--- src/rtl/serial_transmitter_param.sv ---
// serial_transmitter_param
//   Parametrised frame serialiser. On an accepted start the parallel word is
//   sent LSB first as: wake-up preamble, start bit, DATA_W data bits,
//   optional parity bit and STOP_BITS stop bits. Each bit lasts CLKS_PER_BIT
//   clocks. While idle the line forwards serial_in with one cycle of latency
//   so an upstream node can share the link.
//
// Ports
//   clk        in   system clock, rising edge
//   rst        in   synchronous active-high reset
//   serial_in  in   upstream serial line, forwarded while idle
//   start      in   request to send parinp (only honoured while ready=1)
//   parinp     in   DATA_W-bit word to transmit
//   serial_out out  registered serial line
//   wake_em_up out  registered, high for the whole preamble
//   ready      out  registered, high when idle and able to accept start
//   frame_done out  one-cycle pulse in the last clock of the last stop bit
module serial_transmitter_param #(
  parameter int DATA_W       = 8,
  parameter int CLKS_PER_BIT = 1,
  parameter int WAKE_BITS    = 2,
  parameter int PARITY_EN    = 1,
  parameter int PARITY_ODD   = 0,
  parameter int STOP_BITS    = 1
) (
  input  logic              clk,
  input  logic              rst,
  input  logic              serial_in,
  input  logic              start,
  input  logic [DATA_W-1:0] parinp,
  output logic              serial_out,
  output logic              wake_em_up,
  output logic              ready,
  output logic              frame_done
);

  localparam int MAX_DW   = (DATA_W > WAKE_BITS) ? DATA_W : WAKE_BITS;
  localparam int MAX_BITS = (MAX_DW > STOP_BITS) ? MAX_DW : STOP_BITS;
  localparam int BIT_W    = $clog2(MAX_BITS + 1);
  localparam int CYC_W    = (CLKS_PER_BIT > 1) ? $clog2(CLKS_PER_BIT) : 1;

  typedef enum logic [2:0] {
    S_IDLE,
    S_WAKE,
    S_START,
    S_DATA,
    S_PARITY,
    S_STOP
  } state_t;

  state_t            state;
  logic [BIT_W-1:0]  bit_cnt;
  logic [CYC_W-1:0]  cyc_cnt;
  logic [DATA_W-1:0] shreg;
  logic [DATA_W-1:0] shreg_sh;
  logic              par_bit;
  logic              last_cyc;

  assign shreg_sh = shreg >> 1;
  assign last_cyc = (int'(cyc_cnt) == CLKS_PER_BIT - 1);

  // Outputs are registered, so every transition loads the line level of the
  // bit period being entered. frame_done is raised one edge early so that it
  // is high exactly during the final clock of the last stop bit.
  always_ff @(posedge clk) begin
    if (rst) begin
      state      <= S_IDLE;
      bit_cnt    <= '0;
      cyc_cnt    <= '0;
      shreg      <= '0;
      par_bit    <= 1'b0;
      serial_out <= 1'b1;
      wake_em_up <= 1'b0;
      ready      <= 1'b1;
      frame_done <= 1'b0;
    end else begin
      frame_done <= 1'b0;
      case (state)
        S_IDLE: begin
          serial_out <= serial_in;
          ready      <= 1'b1;
          if (start) begin
            shreg   <= parinp;
            par_bit <= (^parinp) ^ (PARITY_ODD != 0);
            bit_cnt <= '0;
            cyc_cnt <= '0;
            ready   <= 1'b0;
            if (WAKE_BITS > 0) begin
              state      <= S_WAKE;
              serial_out <= 1'b1;
              wake_em_up <= 1'b1;
            end else begin
              state      <= S_START;
              serial_out <= 1'b0;
            end
          end
        end

        default: begin
          if (!last_cyc) begin
            cyc_cnt <= cyc_cnt + 1'b1;
            if (state == S_STOP && int'(bit_cnt) == STOP_BITS - 1 &&
                int'(cyc_cnt) == CLKS_PER_BIT - 2)
              frame_done <= 1'b1;
          end else begin
            // bit period boundary
            cyc_cnt <= '0;
            case (state)
              S_WAKE: begin
                if (int'(bit_cnt) == WAKE_BITS - 1) begin
                  bit_cnt    <= '0;
                  state      <= S_START;
                  serial_out <= 1'b0;
                  wake_em_up <= 1'b0;
                end else begin
                  bit_cnt <= bit_cnt + 1'b1;
                end
              end

              S_START: begin
                bit_cnt    <= '0;
                state      <= S_DATA;
                serial_out <= shreg[0];
              end

              S_DATA: begin
                if (int'(bit_cnt) == DATA_W - 1) begin
                  bit_cnt <= '0;
                  if (PARITY_EN != 0) begin
                    state      <= S_PARITY;
                    serial_out <= par_bit;
                  end else begin
                    state      <= S_STOP;
                    serial_out <= 1'b1;
                    frame_done <= (CLKS_PER_BIT == 1) && (STOP_BITS == 1);
                  end
                end else begin
                  bit_cnt    <= bit_cnt + 1'b1;
                  shreg      <= shreg_sh;
                  serial_out <= shreg_sh[0];
                end
              end

              S_PARITY: begin
                bit_cnt    <= '0;
                state      <= S_STOP;
                serial_out <= 1'b1;
                frame_done <= (CLKS_PER_BIT == 1) && (STOP_BITS == 1);
              end

              S_STOP: begin
                if (int'(bit_cnt) == STOP_BITS - 1) begin
                  bit_cnt    <= '0;
                  state      <= S_IDLE;
                  ready      <= 1'b1;
                  serial_out <= serial_in;
                end else begin
                  bit_cnt    <= bit_cnt + 1'b1;
                  frame_done <= (CLKS_PER_BIT == 1) &&
                                (int'(bit_cnt) + 1 == STOP_BITS - 1);
                end
              end

              default: begin
                state      <= S_IDLE;
                ready      <= 1'b1;
                wake_em_up <= 1'b0;
                serial_out <= 1'b1;
              end
            endcase
          end
        end
      endcase
    end
  end

endmodule

--- config.mk ---
export PLATFORM = sky130hd
export DESIGN_NAME = serial_transmitter_param
export DESIGN_NICKNAME = d
export VERILOG_FILES = /design/src/rtl/serial_transmitter_param.sv
export SDC_FILE = /design/constraint.sdc
export NUM_CORES = 1
export LEC_CHECK = 0
export ABC_AREA = 0
export ABC_CLOCK_PERIOD_IN_PS = 4700
export CAP_MARGIN = 20
export CELL_PAD_IN_SITES_DETAIL_PLACEMENT = 1
export CELL_PAD_IN_SITES_GLOBAL_PLACEMENT = 1
export CORE_MARGIN = 8
export CORE_UTILIZATION = 28
export CTS_BUF_LIST = sky130_fd_sc_hd__clkbuf_8 sky130_fd_sc_hd__clkbuf_16
export CTS_CLUSTER_DIAMETER = 40
export DETAILED_ROUTE_END_ITERATION = 8
export HOLD_SLACK_MARGIN = 0.15
export PLACE_DENSITY_LB_ADDON = 0.1
export RECOVER_POWER = 100
export SETUP_SLACK_MARGIN = 0.2
export SYNTH_ARGS = -nofsm -noshare
export SYNTH_HDL_FRONTEND = slang
export SYNTH_SLANG_ARGS = --single-unit
--- constraint.sdc ---
create_clock -name clk -period 4.7 [get_ports clk]
set_input_delay 0.94 -clock clk [delete_from_list [all_inputs] [get_ports clk]]
set_output_delay 0.94 -clock clk [all_outputs]
set_load 0.005 [all_outputs]
### After elaboration in Yosys (flattened, before gate mapping)

Index checks and enable logic that the tools add are counted.

* word-level logic and storage cells: 84
* bits in registers: 21
* output and inout port bits: 4

* equality and inequality tests: 15
* muxes and demuxes: 40
* $add $sub $neg: 3
* reduce and logical (&&, ||, !) cells: 17

Operator list (count)
* $mux W8: 5
* $logic_not A32 Y1: 1
* $mux W4: 6
* $mux W3: 6
* $mux W1: 17
* $pmux W4 S4: 1
* $pmux W3 S5: 1
* $reduce_and A3 Y1: 3
* $ne A2 B1 Y1 const B: 4
* $reduce_and A4 Y1: 2
* $reduce_or A4 Y1: 2
* $reduce_xor A8 Y1: 1
* $eq A3 B2 Y1 const B: 2
* $eq A3 B3 Y1 const B: 2
* $ne A3 B3 Y1 const B: 2
* $pmux W1 S2: 3
* $add A4 B1 Y5 const B: 1
* $reduce_and A5 Y1: 1
* $reduce_bool A5 Y1: 1
* $add A4 B1 Y4 const B: 1
* $eq A4 B2 Y1 const B: 1
* $eq A4 B4 Y1 const B: 1
* $logic_not A4 Y1: 1
* $pmux W1 S4: 1
* 9 further kinds: 9

### Depth between registers and ports, before layout

Gate-level depths: netlist of the first run.

* depth after elaboration: 5
* depth in mapped cells: 6
* mapped depth without buffers: 6

### Least setup slack after synthesis of the first run

No wires, ideal clock.

* path kind: register to register
* from: register bit_cnt[0]
* to: register state[1]
* cell stages (with the launch flop): 7
* library setup time: 0.117 ns
* clock period less this slack: 2.038 ns
* data arrival time: 1.921 ns
* path buffers: 0
* slack: 2.662 ns
* required time: 4.583 ns
* path through: dfxtp_1 > inv_1 > ha_1 > or3b_1 > a222oi_1 > o21ai_1 > a32o_1

* cells in the longest elaborated chain, start to end: 3
* elaborated cells on any way between the ends: 7
* those cells by class: eq/ne (5); reduce/logical (2)

RTL lines
* start, declared: RTL line 52 `logic [BIT_W-1:0] bit_cnt;`
* start signal, assigned: RTL line 116 `bit_cnt <= bit_cnt + 1'b1;`
* start signal, assigned: RTL line 138 `bit_cnt <= bit_cnt + 1'b1;`
* start signal, assigned: RTL line 158 `bit_cnt <= bit_cnt + 1'b1;`
* $eq A4 B4 Y1, or another cell as far along: RTL line 127 `if (int'(bit_cnt) == DATA_W - 1) begin`
* $ne A3 B3 Y1 (no line) / $ne A3 B1 Y1 (equally long branches)
* $reduce_and A5 Y1 (no line) *
* end signal, assigned: RTL line 122 `state <= S_DATA;`
* end signal, assigned: RTL line 130 `state <= S_PARITY;`
* end signal, assigned: RTL line 133 `state <= S_STOP;`
* end, declared: RTL line 51 `state_t state;`

Mark *: on every way between the ends. The rest lies on a longest branch, timed or not.
A chain may end at the register's enable or synchronous reset.

### Worst setup path in the final report of the first run

* from: input start
* to: register shreg[6]

* cells in the longest elaborated chain, start to end: 2

RTL lines
* start, declared: RTL line 29 `input logic start,`
* $ne A2 B2 Y1 (no line)
* $reduce_and A4 Y1 (no line)
* end signal, assigned: RTL line 83 `shreg <= parinp;`
* end signal, assigned: RTL line 139 `shreg <= shreg_sh;`
* end, declared: RTL line 54 `logic [DATA_W-1:0] shreg;`

No other way between the ends.

==> results.tsv, run 1 <==
stage	metric	value	unit
run_status	status	finished clean	
global_route	All-Layer GR Usage	10.54	%
placed_design	# port buffers	15	
worst_setup_path	CP Launch Type	input pin	
worst_setup_path	crit path max fanout	14	
floorplanning	row cnt	24	
worst_setup_path	R2R Path End	state[1]$_SDFFE_PP0P_	
detailed_routing	DR vias	1054	
layout	Nets	165	
sta	Worst Hold Slack	0.4729	ns
clock_network	hold_buf cts	0	
clock_network	CTS sink cnt	20	
power	pwr/cell area	472.3	mW/mm^2
power	switching share of power	35.25	%
floorplanning	initial core utilization	28.58	%
layout	ANT cells	0	
synth	ys async rst share	0	%
power	Internal Pwr Total	444.2	uW
power	PnR Total Power	686.0	uW
global_route	global-route wire length before repair	5499	microns
floorplanning	die area	0.006719	sq mm
sta	Final min period	2.855	ns
power	Max IR drop VDD	0.1248	mV
detailed_routing	Pre-antenna DRT Iters	4	
worst_setup_path	reg2reg start	state[2]$_SDFFE_PP0P_	
min_path	Worst Hold Class	reg2reg	
layout	layout cells sized above 1	4.762	%
clock_network	clk root buf	clkbuf_8	
clock_network	H-Tree Depth	1	
sta	Setup TNS	0	ns
clock_network	cts repair resizes	0	
min_path	Hold EP	serial_out$_SDFFE_PP1P_	
sta	Pins Over Slew Limit	0	
sta	Worst Max-Slew Pin Slew	0.8788	ns
synth	post-synthesis instance total	138	
detailed_routing	drt total wl	3365	microns
clock_network	CTS tree	done	
layout	post-synthesis to final-layout area growth	19.20	%
synth	Synth cell types	44	
clock_network	Clock Tree Buf Depth	2	
worst_setup_path	CP Class	in2reg	
sta	relative slew slack	40.59	%
worst_setup_path	CP arrival	3.02	ns
synth	Top FF cell, synth	dfxtp_1	
synth	post-synth top area cell	dfxtp_1	
placed_design	GP Congestion	0.6895	
synth	sequential area share after synthesis	32.85	%
clock_network	clock latency on the worst-skew pair	0.26	ns
synth	Cell Area, Synth	0.001219	sq mm
global_route	largest net degree at the start of global routing	25	
sta	final worst slack	1.845	ns
detailed_routing	Antenna Nets Post-Route	0	
worst_setup_path	Worst EP required	4.87	ns
sta	Setup-failing EPs final	0	
power	Comb power frac	36.6	%
sta	final period utilization	60.75	%
synth	Post-Syn Area per Cell	8.831	sq um
global_route	initial antenna violation count	0	
power	Net Sw Power	241.9	uW
floorplanning	total core area	0.004264	sq mm
sta	Max Freq	350.2	MHz
detailed_routing	Via density	5.296	
synth	Post-synth EDFFs	0	
placed_design	setup slack at placement	1.891	ns
clock_network	# Post-CTS Setup Buffers	0	
detailed_routing	Initial DRC Count	65	
power	clock share of power	25.7	%
floorplanning	IO Pins	16	
flow_run	max cap viols	0	
placed_design	DP HPWL	2469	microns
global_route	gr ovfl total	0	
detailed_routing	DR DRC count	0	
sta	Clock Skew	0.003541	ns
sta	RSZ-0062 raised after global routing	false	
layout	post-layout util	34.07	%
clock_network	Inserted Clock Buffers	3	
synth	Syn Nets	155	
power	leakage	0.5733	nW
synth	largest cells by area after synthesis	dfxtp_1, a211oi_1, mux2i_1, ha_1, xnor2_1	
clock_network	Reg clk slew, reported paths	0.08	ns
global_route	number of global-route vias before repair	1153	
worst_setup_path	flop2flop setup slack	2.22	ns
min_path	Worst Hold Depth	2	
floorplanning	Die Wd	81.97	microns
sta	Fin. Hold Viols	0	
floorplanning	DIE HEIGHT	81.97	microns
worst_setup_path	Worst Reg-to-Reg Cells	4	
worst_setup_path	Worst setup EP type	flop	
power	Reg power frac	37.7	%
min_path	worst hold path startpoint	serial_out$_SDFFE_PP1P_	
layout	Fill cells	502	
detailed_routing	WL/cell	16.91	microns
synth	Ys Warns	0	
synth	#FFs+latches synth	20	
synth	Synth top area share	32.85	%
[power groups by stage]
| stage | clock (mW) | combinational, mW | sequential (mW) |
|---|---|---|---|
| floorplan | 0 | 0.212 | 0.229 |
| global placement | 0 | 0.249 | 0.262 |
| detailed placement | 0 | 0.259 | 0.265 |
| CTS | 0.183 | 0.261 | 0.261 |
| global route | 0.189 | 0.276 | 0.267 |
| finish | 0.176 | 0.251 | 0.259 |
[metrics by stage]
step	cells	cell area [sq um]
after floorplan	138	1219
after global placement	195	1388
after detailed placement	195	1388
after CTS	199	1459
after global routing	199	1453
final	199	1453
[cells in the final DEF (no fill, tap or decap), drive strengths merged, types with 4 or more instances in the layout]
master         netlist  routed
mux2i                7       7
inv                  4       4
xnor2                7       7
dlygate4sd3          0       6
a21o                 5       5
a21oi                7       7
nor2                14      14
dfxtp               20      20
o21ai                6       6
a211oi              10      10
clkdlybuf4s50        0       9
nor3b                4       4
ha                   5       5
[worst max-delay path by stage]
stage,startpoint,endpoint,slack [ns],depth (start not counted)
finish,start,shreg[6]$_SDFFE_PP0P_,1.84,5
global route,start,shreg[2]$_SDFFE_PP0P_,1.67,5
CTS,start,shreg[6]$_SDFFE_PP0P_,2.16,5
detailed placement,start,shreg[6]$_SDFFE_PP0P_,1.89,5
global placement,start,shreg[5]$_SDFFE_PP0P_,1.99,5
floorplan,bit_cnt[0]$_SDFFE_PP0P_,state[1]$_SDFFE_PP0P_,2.66,6
[worst max-delay path, stage by stage]
cell           delay [ns]
dlygate4sd3_1        0.60
nor4b_1              0.74
a21o_1               0.42
nor2_1               0.08
a211oi_1             0.24
[cell usage after synthesis, types with 2 or more instances]
cell       n
nor3b_1    4
o21ai_0    2
nor4b_1    2
a21o_1     5
ha_1       5
nor2b_1    2
mux2i_1    7
buf_1      2
clkbuf_1   6
or3b_1     2
a32o_1     2
nand3b_1   3
a21oi_1    7
o21ai_1    4
a211oi_1  10
dfxtp_1   20
nand2_1    3
and3b_1    2
nand3_1    2
o22ai_1    2
nor2_1    14
inv_1      4
xnor2_1    7
[flip-flops by register name (all words and copies together) (netlist names)]
signal / flops
state: 3
serial_out: 1
shreg: 8
ready: 1
wake_em_up: 1
par_bit: 1
frame_done: 1
bit_cnt: 4
[per-layer routing]
layer	vias up	GRT usage (%)	part of all wire, %	wire length [microns]
met3	2	1.751	3.2	107
li1	524	-	-	-
met4	0	3.684	0.56	19
met5	-	0	0	0
met2	16	19.97	54	1822
met1	512	11.41	42	1416
[cell type report]
class                      count  area [sq um]  area share [%]
inverter                       4         15.01           1.034
timing repair buffer          15         150.1           10.34
multi-input combinational    104         750.7           51.68
clock buffer                   3         41.29           2.842
clock inverter                 1         30.03           2.067
sequential                    20         400.4           27.56
tap                           52         65.06           4.479
[logic make-up after synthesis]
| kind of cell | count (synthesis) | share of synthesized area [%] |
|---|---|---|
| simple gates | 42 | 20.95 |
| compound gates | 41 | 23.62 |
| flops | 20 | 32.85 |
| buf+inv | 14 | 5.030 |
| xor+xnor | 8 | 5.750 |
| mux | 8 | 6.674 |
| fa+ha+maj | 5 | 5.133 |
Note: power is estimated with default switching activity, not from simulation.
==> inputs of run 2 (changes only) <==
--- a/config.mk
+++ b/config.mk
@@ -6,7 +6,7 @@
 export NUM_CORES = 1
 export LEC_CHECK = 0
 export ABC_AREA = 0
-export ABC_CLOCK_PERIOD_IN_PS = 4700
+export ABC_CLOCK_PERIOD_IN_PS = 2950
 export CAP_MARGIN = 20
 export CELL_PAD_IN_SITES_DETAIL_PLACEMENT = 1
 export CELL_PAD_IN_SITES_GLOBAL_PLACEMENT = 1
==> constraint.sdc (replaced) <==
create_clock -name clk -period 2.95 [get_ports clk]
set_input_delay 0.59 -clock clk [delete_from_list [all_inputs] [get_ports clk]]
set_output_delay 0.59 -clock clk [all_outputs]
set_load 0.005 [all_outputs]
==> results.tsv, run 2 (synthesis gave the netlist of run 1 again) <==
stage	metric	value	unit	change
run_status	status	finished clean		unchanged
global_route	gr ovfl total	0		unchanged
detailed_routing	Antenna Nets Post-Route	0		unchanged
clock_network	clk root buf	clkbuf_8		unchanged
clock_network	hold_buf cts	0		unchanged
detailed_routing	WL/cell	16.08	microns	was 16.91 microns
worst_setup_path	CP Class	in2reg		unchanged
power	Internal Pwr Total	654.1	uW	was 444.2 uW
sta	Setup-failing EPs final	0		unchanged
sta	RSZ-0062 raised after global routing	false		unchanged
power	Comb power frac	40.9	%	was 36.6%
layout	Nets	169		was 165
sta	Pins Over Slew Limit	0		unchanged
power	Max IR drop VDD	0.2779	mV	was 0.1248 mV
worst_setup_path	CP arrival	2.62	ns	was 3.02 ns
placed_design	DP HPWL	2418	microns	was 2469 microns
detailed_routing	drt total wl	3265	microns	was 3365 microns
power	Reg power frac	37.8	%	was 37.7%
global_route	initial antenna violation count	0		unchanged
floorplanning	Die Wd	81.97	microns	unchanged
detailed_routing	Via density	5.202		was 5.296
clock_network	CTS sink cnt	20		unchanged
power	Net Sw Power	380.0	uW	was 241.9 uW
layout	Biggest register	shreg		unchanged
power	pwr/cell area	707.0	mW/mm^2	was 472.3 mW/mm^2
placed_design	setup slack at placement	0.5567	ns	was 1.891 ns
sta	final worst slack	0.5054	ns	was 1.845 ns
detailed_routing	DR vias	1056		was 1054
sta	Setup TNS	0	ns	unchanged
detailed_routing	DR DRC count	0		unchanged
clock_network	CTS tree	done		unchanged
power	leakage	0.5827	nW	was 0.5733 nW
layout	post-synthesis to final-layout area growth	20.02	%	was 19.20%
floorplanning	initial core utilization	28.58	%	unchanged
sta	Fin. Hold Viols	0		unchanged
sta	Max Freq	409.1	MHz	
floorplanning	row cnt	24		unchanged
worst_setup_path	crit path max fanout	14		unchanged
clock_network	Inserted Clock Buffers	3		unchanged
layout	max FFs per register	8		unchanged
worst_setup_path	CP Launch Type	input pin		unchanged
min_path	Worst Hold Class	reg2reg		unchanged
clock_network	Clock Tree Buf Depth	2		unchanged
detailed_routing	Initial DRC Count	71		was 65
sta	Worst Max-Slew Pin Slew	0.8419	ns	was 0.8788 ns
layout	Fill cells	514		was 502
worst_setup_path	flop2flop setup slack	0.61	ns	was 2.22 ns
sta	final period utilization	82.87	%	
sta	Final min period	2.445	ns	
sta	Clock Skew	0.002153	ns	was 0.003541 ns
global_route	global-route wire length before repair	5513	microns	was 5499 microns
power	PnR Total Power	1.034	mW	was 686.0 uW
worst_setup_path	Critical path origin	start		unchanged
clock_network	Reg clk slew, reported paths	0.08	ns	about the same
layout	commonest cells after routing, fill and taps aside	dfxtp_1, nor2_1, a211oi_1, clkdlybuf4s50_1		was dfxtp_1, nor2_1, a211oi_1
clock_network	# Post-CTS Setup Buffers	0		unchanged
detailed_routing	Pre-antenna DRT Iters	4		unchanged
placed_design	# port buffers	15		unchanged
floorplanning	total core area	0.004264	sq mm	unchanged
floorplanning	IO Pins	16		unchanged
worst_setup_path	Worst EP required	3.12	ns	was 4.87 ns
flow_run	max cap viols	0		unchanged
global_route	All-Layer GR Usage	10.54	%	about the same
worst_setup_path	reg2reg start	bit_cnt[1]$_SDFFE_PP0P_		was state[2]$_SDFFE_PP0P_
global_route	largest net degree at the start of global routing	20		was 25
power	switching share of power	36.75	%	was 35.25%
layout	layout cells sized above 1	6.623	%	was 4.762%
placed_design	GP Congestion	0.6819		was 0.6895
worst_setup_path	Worst Reg-to-Reg Cells	7		was 4
worst_setup_path	Worst setup EP type	flop		unchanged
sta	relative slew slack	43.08	%	was 40.59%
global_route	number of global-route vias before repair	1131		was 1153
placed_design	post-place instance area	0.001418	sq mm	was 0.001388 sq mm
floorplanning	DIE HEIGHT	81.97	microns	unchanged
floorplanning	die area	0.006719	sq mm	unchanged
layout	ANT cells	0		unchanged
layout	Largest regs	shreg x8, bit_cnt x4, state x3		unchanged
worst_setup_path	Setup crit end	shreg[3]$_SDFFE_PP0P_		was shreg[6]$_SDFFE_PP0P_
power	clock share of power	21.3	%	was 25.7%
clock_network	H-Tree Depth	1		unchanged
worst_setup_path	R2R Path End	state[1]$_SDFFE_PP0P_		unchanged
clock_network	cts repair resizes	0		unchanged
layout	most common cell after layout, fill and taps aside	dfxtp_1		unchanged
clock_network	clock latency on the worst-skew pair	0.26	ns	about the same
layout	Final Instance Area	0.001463	sq mm	was 0.001453 sq mm
[run 2: cell types whose count changed in the layout (fill, tap and decap cells not counted), sizes merged]
cell / previous run / this run
clkbuf: 3 / 5
buf: 0 / 3
clkdlybuf4s50: 9 / 10
dlygate4sd3: 6 / 5
bufinv: 1 / 0
[run 2: through the flow]
stage,util (%),instances,hold slack [ns]
CTS,34.54,203,0.4906
global route,34.30,203,0.5150
floorplan,-,138,0.4599
global placement,33.25,199,0.4440
finish,34.30,203,0.4832
detailed placement,33.25,199,0.4631
[run 2: area by class of cell]
class                      instances  area, sq um  area share, %
clock buffer                       4        55.05          3.764
tap                               52        65.06          4.448
timing repair buffer              19        176.4          12.06
multi-input combinational        104        750.7          51.33
inverter                           4        15.01          1.027
sequential                        20        400.4          27.37
[run 2: how the worst min path moves through the flow]
stage	startpoint	endpoint	slack, ns	depth (start not counted)
final	serial_out$_SDFFE_PP1P_	serial_out$_SDFFE_PP1P_	0.48	2
after global routing	serial_out$_SDFFE_PP1P_	serial_out$_SDFFE_PP1P_	0.51	2
after CTS	serial_out$_SDFFE_PP1P_	serial_out$_SDFFE_PP1P_	0.49	2
after detailed placement	serial_out$_SDFFE_PP1P_	serial_out$_SDFFE_PP1P_	0.46	2
after global placement	serial_out$_SDFFE_PP1P_	serial_out$_SDFFE_PP1P_	0.44	2
after floorplan	serial_out$_SDFFE_PP1P_	serial_out$_SDFFE_PP1P_	0.46	2
[run 2: power groups by stage]
| stage | clock [mW] | sequential (mW) | combinational [mW] |
|---|---|---|---|
| floorplan | 0 | 0.366 | 0.337 |
| global placement | 0 | 0.396 | 0.435 |
| detailed placement | 0 | 0.400 | 0.443 |
| CTS | 0.230 | 0.394 | 0.446 |
| global route | 0.243 | 0.401 | 0.474 |
| finish | 0.220 | 0.391 | 0.423 |
[run 2: metal layers]
layer	share of wire (%)	up-vias	GRT usage, %
met1	47	503	12.99
li1	-	533	-
met5	0	-	0
met2	49	18	17.76
met3	3.4	2	3.063
met4	0.58	0	2.105
[run 2: worst max-delay path, stage by stage]
cell	delay [ns]
dlygate4sd3_1	0.59
nor4b_1	0.71
a21o_1	0.42
nor2_1	0.08
a211oi_1	0.23
==> inputs of run 3 (changes only) <==
--- a/config.mk
+++ b/config.mk
@@ -6,7 +6,7 @@
 export NUM_CORES = 1
 export LEC_CHECK = 0
 export ABC_AREA = 0
-export ABC_CLOCK_PERIOD_IN_PS = 2950
+export ABC_CLOCK_PERIOD_IN_PS = 2300
 export CAP_MARGIN = 20
 export CELL_PAD_IN_SITES_DETAIL_PLACEMENT = 1
 export CELL_PAD_IN_SITES_GLOBAL_PLACEMENT = 1
==> constraint.sdc (replaced) <==
create_clock -name clk -period 2.3 [get_ports clk]
set_input_delay 0.46 -clock clk [delete_from_list [all_inputs] [get_ports clk]]
set_output_delay 0.46 -clock clk [all_outputs]
set_load 0.005 [all_outputs]
==> results.tsv, run 3 (synthesis gave the netlist of run 1 again) <==
stage	metric	value	unit	change
power	Comb power frac	40.6	%	was 40.9%
detailed_routing	DR vias	1087		was 1056
placed_design	DP HPWL	2552	microns	was 2418 microns
clock_network	Reg clk slew, reported paths	0.08	ns	about the same
sta	Pins Over Slew Limit	0		unchanged
sta	RSZ-0062 raised after global routing	false		unchanged
layout	ANT cells	0		unchanged
power	Internal Pwr Total	959.4	uW	was 654.1 uW
placed_design	setup slack at placement	0.2439	ns	was 0.5567 ns
sta	Fin. Hold Viols	0		unchanged
power	Max IR drop VDD	0.2999	mV	was 0.2779 mV
floorplanning	die area	0.006719	sq mm	unchanged
floorplanning	IO Pins	16		unchanged
detailed_routing	WL/cell	16.61	microns	was 16.08 microns
layout	post-synthesis to final-layout area growth	25.15	%	was 20.02%
worst_setup_path	Worst setup EP type	flop		unchanged
sta	Setup TNS	0	ns	unchanged
worst_setup_path	Bufs and invs on worst path	2		was 1
power	leakage	0.6117	nW	was 0.5827 nW
worst_setup_path	CP Launch Type	flop		was input pin
layout	Fill cells	517		was 514
worst_setup_path	CP Class	reg2reg		was in2reg
layout	max FFs per register	8		unchanged
worst_setup_path	Worst EP required	2.46	ns	was 3.12 ns
global_route	gr ovfl total	0		unchanged
floorplanning	initial core utilization	28.58	%	unchanged
placed_design	# port buffers	15		unchanged
layout	layout cells sized above 1	11.61	%	was 6.623%
flow_run	max cap viols	0		unchanged
layout	Nets	173		was 169
layout	Largest regs	shreg x8, bit_cnt x4, state x3		unchanged
clock_network	H-Tree Depth	1		unchanged
sta	Worst Max-Slew Pin Slew	0.4403	ns	was 0.8419 ns
run_status	status	finished clean		unchanged
sta	relative slew slack	70.37	%	was 43.08%
sta	final worst slack	0.2895	ns	was 0.5054 ns
worst_setup_path	crit path max fanout	7		was 14
detailed_routing	Pre-antenna DRT Iters	4		unchanged
floorplanning	total core area	0.004264	sq mm	unchanged
sta	Final min period	2.011	ns	
layout	most common cell after layout, fill and taps aside	dfxtp_1		unchanged
global_route	number of global-route vias before repair	1154		was 1131
clock_network	cts repair resizes	0		unchanged
detailed_routing	Antenna Nets Post-Route	0		unchanged
clock_network	clock latency on the worst-skew pair	0.27	ns	was 0.26 ns
power	switching share of power	34.97	%	was 36.75%
global_route	All-Layer GR Usage	10.98	%	was 10.54%
min_path	Worst Hold Class	reg2reg		unchanged
worst_setup_path	crit path cell chain	inv_1 > ha_1 > or3b_1 > a222oi_1 > buf_4 > o21ai_1 > a32o_1		was dlygate4sd3_1 > nor4b_1 > a21o_1 > nor2_1 > a211oi_1
worst_setup_path	max incr delay on CP	0.38	ns	was 0.71 ns
clock_network	CTS tree	done		unchanged
power	pwr/cell area	967.3	mW/mm^2	was 707.0 mW/mm^2
layout	commonest cells after routing, fill and taps aside	dfxtp_1, nor2_1, a211oi_1, clkdlybuf4s50_1		unchanged
power	PnR Total Power	1.475	mW	was 1.034 mW
detailed_routing	DR DRC count	0		unchanged
clock_network	clk root buf	clkbuf_8		unchanged
power	Reg power frac	34.5	%	was 37.8%
layout	post-layout util	35.77	%	was 34.30%
global_route	global-route wire length before repair	5754	microns	was 5513 microns
clock_network	Inserted Clock Buffers	3		unchanged
worst_setup_path	CP arrival	2.18	ns	was 2.62 ns
clock_network	Clock Tree Buf Depth	2		unchanged
layout	Biggest register	shreg		unchanged
placed_design	GP Congestion	0.7282		was 0.6819
sta	Clock Skew	0.003624	ns	was 0.002153 ns
worst_setup_path	Top delay family on crit path	compound AO/OA/AOI/OAI gates		was simple AND/OR/NAND/NOR gates
sta	Worst Hold Slack	0.4776	ns	was 0.4832 ns
clock_network	CTS sink cnt	20		unchanged
worst_setup_path	slowest cell on the critical path	dfxtp_1		was nor4b_1
power	Net Sw Power	515.9	uW	was 380.0 uW
power	clock share of power	24.9	%	was 21.3%
floorplanning	DIE HEIGHT	81.97	microns	unchanged
global_route	initial antenna violation count	0		unchanged
clock_network	# Post-CTS Setup Buffers	0		unchanged
global_route	largest net degree at the start of global routing	15		was 20
detailed_routing	drt total wl	3438	microns	was 3265 microns
floorplanning	row cnt	24		unchanged
floorplanning	Die Wd	81.97	microns	unchanged
sta	final period utilization	87.41	%	
clock_network	hold_buf cts	0		unchanged
detailed_routing	Via density	5.251		was 5.202
sta	Max Freq	497.4	MHz	
sta	Setup-failing EPs final	0		unchanged
detailed_routing	Initial DRC Count	44		was 71
## run 3: cell count changes in the layout (fill, tap and decap cells not counted), sizes merged
cell / previous run / this run
bufinv: 0 / 1
buf: 3 / 7
clkbuf: 5 / 4
## run 3: power groups by stage
stage,clock network [mW],registers (mW),logic (mW)
finish,0.367,0.509,0.599
global placement,0,0.513,0.590
global route,0.395,0.523,0.665
CTS,0.381,0.507,0.613
detailed placement,0,0.516,0.608
floorplan,0,0.469,0.432
## run 3: routing by layer
metal	vias to the layer above	part of all wire, %	GRT usage, %
met4	0	0.99	3.158
li1	545	-	-
met1	522	45	12.27
met2	15	51	19.97
met3	5	3.4	2.735
met5	-	0	0
## run 3: final timing paths
kind | startpoint | endpoint | slack [ns] | cells after the start
worst max-delay path | bit_cnt[1]$_SDFFE_PP0P_ | state[1]$_SDFFE_PP0P_ | 0.29 | 7
worst max register to register | bit_cnt[1]$_SDFFE_PP0P_ | state[1]$_SDFFE_PP0P_ | 0.29 | 7
worst min register to register | serial_out$_SDFFE_PP1P_ | serial_out$_SDFFE_PP1P_ | 0.48 | 2
worst min-delay path | serial_out$_SDFFE_PP1P_ | serial_out$_SDFFE_PP1P_ | 0.48 | 2
## run 3: worst register-to-register path, cell delays in order (launching register included)
cell and delay, ns:
dfxtp_1 0.38, inv_1 0.14, ha_1 0.17, or3b_1 0.35, a222oi_1 0.33, buf_4 0.22
o21ai_1 0.08, a32o_1 0.25
## run 3: metrics by stage
step	cells	area (sq um)
global placement	203	1448
floorplan	138	1219
global route	207	1525
finish	207	1525
CTS	207	1519
detailed placement	203	1448
## run 3: cell type report
type	count	area, sq um	share of cell area, %
clock inverter	1	30.03	1.969
clock buffer	3	41.29	2.707
inverter	4	15.01	0.9844
tap	52	65.06	4.266
sequential	20	401.6	26.33
timing repair buffer	23	206.4	13.54
multi-input combinational	104	765.7	50.21
